**src/rtl/vga_sync_gen.sv**
```systemverilog
// vga_sync_gen: 640x480 VGA timing generator.
// Divides the system clock into a pixel tick, runs the horizontal and vertical
// pixel counters, and drives registered, mutually aligned hsync/vsync/video_on
// and pixel coordinates for the character renderer and the monitor connector.
// Optional feature macro: VGA_SYNC_FRAME_START_EN enables the frame_start
// pulse; without it frame_start is tied low.
// Timing parameter sums must stay within 10 bits (total of at most 1023).
module vga_sync_gen #(
    parameter int TICK_DIV  = 4,
    parameter int H_DISPLAY = 640,
    parameter int H_FRONT   = 16,
    parameter int H_SYNC    = 96,
    parameter int H_BACK    = 48,
    parameter int V_DISPLAY = 480,
    parameter int V_FRONT   = 10,
    parameter int V_SYNC    = 2,
    parameter int V_BACK    = 33
) (
    input  logic       clk,
    input  logic       rst,
    output logic       p_tick,
    output logic [9:0] pixel_x,
    output logic [9:0] pixel_y,
    output logic       video_on,
    output logic       hsync,
    output logic       vsync,
    output logic       frame_start
);

    localparam int H_TOTAL = H_DISPLAY + H_FRONT + H_SYNC + H_BACK;
    localparam int V_TOTAL = V_DISPLAY + V_FRONT + V_SYNC + V_BACK;

    localparam logic [9:0] H_MAX        = 10'(H_TOTAL - 1);
    localparam logic [9:0] V_MAX        = 10'(V_TOTAL - 1);
    localparam logic [9:0] H_DISP       = 10'(H_DISPLAY);
    localparam logic [9:0] V_DISP       = 10'(V_DISPLAY);
    localparam logic [9:0] H_SYNC_FIRST = 10'(H_DISPLAY + H_FRONT);
    localparam logic [9:0] H_SYNC_LAST  = 10'(H_DISPLAY + H_FRONT + H_SYNC - 1);
    localparam logic [9:0] V_SYNC_FIRST = 10'(V_DISPLAY + V_FRONT);
    localparam logic [9:0] V_SYNC_LAST  = 10'(V_DISPLAY + V_FRONT + V_SYNC - 1);
    localparam logic [9:0] ONE10        = 10'd1;

    // TICK_DIV >= 2, so the divider is always at least one bit wide.
    localparam int                DIV_W   = $clog2(TICK_DIV);
    localparam logic [DIV_W-1:0] DIV_MAX = DIV_W'(TICK_DIV - 1);
    localparam logic [DIV_W-1:0] DIV_ONE = DIV_W'(1);

    logic [DIV_W-1:0] div;
    logic [9:0]       x_next;
    logic [9:0]       y_next;

    // Pixel tick divider: p_tick is high for the clock after div reaches its top.
    always_ff @(posedge clk or posedge rst) begin
        if (rst) begin
            div    <= '0;
            p_tick <= 1'b0;
        end else begin
            p_tick <= (div == DIV_MAX);
            div    <= (div == DIV_MAX) ? '0 : div + DIV_ONE;
        end
    end

    // Next position: x advances on each tick, y advances when x wraps.
    always_comb begin
        x_next = pixel_x;
        y_next = pixel_y;
        if (p_tick) begin
            if (pixel_x == H_MAX) begin
                x_next = '0;
                if (pixel_y == V_MAX) begin
                    y_next = '0;
                end else begin
                    y_next = pixel_y + ONE10;
                end
            end else begin
                x_next = pixel_x + ONE10;
            end
        end
    end

    // Counters and decodes share one enable so every output moves on the same
    // edge; decoding the next position keeps the decodes aligned with it.
    // Holding video_on until the first tick blanks pixel (0,0) once after reset.
    always_ff @(posedge clk or posedge rst) begin
        if (rst) begin
            pixel_x  <= '0;
            pixel_y  <= '0;
            hsync    <= 1'b1;
            vsync    <= 1'b1;
            video_on <= 1'b0;
        end else if (p_tick) begin
            pixel_x  <= x_next;
            pixel_y  <= y_next;
            hsync    <= !((x_next >= H_SYNC_FIRST) && (x_next <= H_SYNC_LAST));
            vsync    <= !((y_next >= V_SYNC_FIRST) && (y_next <= V_SYNC_LAST));
            video_on <= (x_next < H_DISP) && (y_next < V_DISP);
        end
    end

`ifdef VGA_SYNC_FRAME_START_EN
    // Frame start pulse on the edge where the position wraps to (0,0).
    always_ff @(posedge clk or posedge rst) begin
        if (rst) begin
            frame_start <= 1'b0;
        end else begin
            frame_start <= p_tick && (pixel_x == H_MAX) && (pixel_y == V_MAX);
        end
    end
`else
    assign frame_start = 1'b0;
`endif

endmodule

```
**config.mk**
```make
export PLATFORM = sky130hd
export DESIGN_NAME = vga_sync_gen
export DESIGN_NICKNAME = d
export VERILOG_FILES = /design/src/rtl/vga_sync_gen.sv
export SDC_FILE = /design/constraint.sdc
export NUM_CORES = 1
export LEC_CHECK = 0
export ABC_AREA = 1
export BUFFER_PORTS_ARGS = -buffer_cell sky130_fd_sc_hd__clkbuf_2
export CAP_MARGIN = 20
export CORE_MARGIN = 4
export CORE_UTILIZATION = 46
export CTS_BUF_LIST = sky130_fd_sc_hd__clkbuf_8
export DETAILED_ROUTE_END_ITERATION = 8
export PLACE_DENSITY = 0.72
export REMOVE_ABC_BUFFERS = 1
export SLEW_MARGIN = 20
export SYNTH_ARGS = -nofsm -noshare
export SYNTH_HDL_FRONTEND = slang
export SYNTH_SLANG_ARGS = --single-unit
```
**constraint.sdc**
```tcl
create_clock -name clk -period 1.5 [get_ports clk]
set_input_delay 0.3 -clock clk [delete_from_list [all_inputs] [get_ports clk]]
set_output_delay 0.3 -clock clk [all_outputs]
set_load 0.02 [all_outputs]
```
==> flow_summary.ini <==
[synthesis]
ys_ff_latch = 26
synthCells = 225
ys_seq_area_frac = 0.392
ys_async_sr_fraction = 1.00
yosysMostFrequentCell = nand2_1
synth_area_leaders = dfrtp_1 (36%), nand2_1 (16%), inv_1 (9.0%)
synth_common_cells = nand2_1 (69), inv_1 (40), dfrtp_1 (24)
yosys.area_share.simple = 0.403
synthXorXnorAreaFrac = 0.0263
yosys_most_used_dff = dfrtp_1
synth_cell_types = 27
synth_warnings = 0
netlist.area_leader.share = 0.361
synth_fa_ha_area_frac = 0.0301
synth_edf_count = 0
syn-mean-instance-area_um2 = 7.40
syn-cell-area_um2 = 1670
synth-compound-area-share = 0.0391
synth_top_family_by_area = simple AND/OR/NAND/NOR gates
synthMuxAreaShare = 0
yosysTopAreaCell = dfrtp_1

[critical_path]
cp_slowest_cell = dfrtp_1
cp-start-kind = register
path_cells = ha_4, nand3_4, nor2_4, nand3_4, inv_8, nand4_4, nand2_1, nand2_1, inv_1, nand2_2, nor2_2, nor2_1
cp-startpoint = pixel_x[0]
r2r_start = pixel_x[0]
path_class = reg -> reg
cp_slowest_stage_delay_ns = 0.42
crit_arrival_ns = 1.98
cp_max_fo = 8
critPathCaptureType = register
crit_required_ns = 1.71

[clock_tree]
clk-insertion-delay-late_ns = 0.28
clockBufferDepth = 2
cts_buffers = 3
h-tree-depth = 1
cts_sinks = 26
cts_tree = yes
clk_pin_slew_ns = 0.09
clockRootBuffer = clkbuf_8

[route]
wl_per_cell_um = 13.6
postRouteAntennaNets = 0
firstDrtPassIters = 4
viasPerCell = 5.06
first_iter_violations = 66
num_vias = 1780
drc = 0
wl_mm = 4.78

[grt]
grt-busiest-layer = met2
met1_usage = 0.258
grt_pass1_wl_mm = 7.00
use_met2 = 0.336
grt.met3_usage = 0.0378
antenna_found_initial = 0
grt_max_degree = 27
track_usage = 0.202
grt_overflow_total = 0
grt_pass1_vias = 1561

[pwr]
switching_share = 0.218
total_leakage_power_nw = 1.33
pwr-share-seq = 0.617
p_int_mw = 0.887
pwr-share-clk = 0.366
pwr_density_cell_nw_per_um2 = 455
ir_drop_uv = 415
power_mw = 1.14
switchingPower_mw = 0.248
combPwrFrac = 0.017

[finish]
drive_gt1_frac = 0.497
nets = 313
final_cells = 352
final_util = 0.731
diodes = 0
area_growth_pct = 50.0

[place]
dpl.hpwl_mm = 2.98
place_congestion = 0.879
place_inst = 332
portBuffers = 25

[sta]
rsz0062_at_grt = true
min_period_ns = 1.78
fmax_mhz = 563
hold_ws_ns = 0.0560
hold_violations = 0
fin_ws_ns = -0.277
finClkSkew_ns = 0.00673
drv_slew = 0
setup_tns_ns = -1.27
period_share = 1.18
setup_violations = 10

[die]
die-width_um = 68.2
die_h_um = 68.2
dieArea_um2 = 4650
pin_count = 27
rows = 21
core_area_um2 = 3420
start_util = 0.488

[job]
maxCapViolCount = 0

[hold_path]
hp-class = in -> async

[outcome]
violations = negative setup slack
status = finished, violations left
-- sequential cells by signal, summed over array words and instances, names as in the netlist --
signal and cells:
hsync 1, p_tick 1, vsync 1, pixel_y 10
div 2, video_on 1, pixel_x 10
-- critical path: cells and delay by family, from the launching register on --
kind | cells | cell delay [ns]
and+or+nand+nor | 9 | 0.89
adders and majority gates | 1 | 0.20
DFF | 1 | 0.42
buffers and inverters | 2 | 0.21
-- metal layers --
| layer | up-vias | wire length, µm |
|---|---|---|
| met5 | - | 0 |
| met4 | 0 | 133 |
| met3 | 17 | 215 |
| met2 | 59 | 2400 |
| met1 | 846 | 2030 |
| li1 | 858 | - |
-- worst paths after layout --
| path | to | slack (ns) | cells after the start |
|---|---|---|---|
| worst min-delay path | pixel_x[8] | 0.06 | 3 |
| worst max register to register | vsync | -0.28 | 12 |
| worst max-delay path | vsync | -0.28 | 12 |
| max in group asynchronous | vsync | 1.14 | 3 |
| worst min register to register | div[0] | 0.43 | 1 |
| min in group clk | div[0] | 0.43 | 1 |
-- kinds of logic (layout without fill, tap and decap cells) --
group,count (synthesis),after routing
DFF,26,26
and+or+nand+nor,134,134
AOI/OAI and AO/OA,11,11
buffers and inverters,44,125
other,1,1
xor gates and xnor gates,5,5
adders and majority gates,4,4
-- power by group through the flow --
stage / Sequential (mW) / Clock, mW / Combinational, mW
finish: 0.701 / 0.415 / 0.0192
global route: 0.701 / 0.461 / 0.0224
CTS: 0.701 / 0.417 / 0.0199
detailed placement: 0.714 / 0 / 0.0199
global placement: 0.714 / 0 / 0.0196
floorplan: 0.714 / 0 / 0.0125
-- area by class of cell --
type / instances / area [µm²]
Sequential cell: 26 / 657
Timing Repair Buffer: 80 / 579
Fill cell: 257 / 918
Inverter: 41 / 161
Clock inverter: 1 / 3.75
Clock buffer: 3 / 41.3
Tap cell: 46 / 57.6
Multi-Input combinational cell: 155 / 997
-- metrics by stage --
step	area [µm²]	worst slack [ns]
CTS	2300	-0.137
floorplan	1650	-0.327
global route	2500	-0.356
finish	2500	-0.277
global placement	2120	-0.192
detailed placement	2120	-0.282
-- layout by cell type (no fill, tap or decap) --
cell,count
a21oi_1,1
a21oi_2,2
buf_4,44
buf_6,11
clkbuf_2,25
clkbuf_8,3
conb_1,1
dfrtp_1,21
dfrtp_2,3
dfstp_2,2
ha_1,2
ha_4,2
inv_1,36
inv_2,5
inv_8,1
nand2_1,57
nand2_2,12
nand2_4,3
nand3_1,6
nand3_2,17
nand3_4,2
nand4_1,4
nand4_4,2
nor2_1,15
nor2_2,12
nor2_4,4
o21ai_0,3
o21ai_1,2
o21ai_2,2
o21bai_1,1
xnor2_1,2
xor2_1,3
-- repair_timing --
action	4_1_cts	5_1_grt
resized for setup	15	47
setup endpoints to repair	8	17
pin swaps	11	25
hold buffers	0	0
buffers inserted	11	9
(Power assumes the default switching activity.)
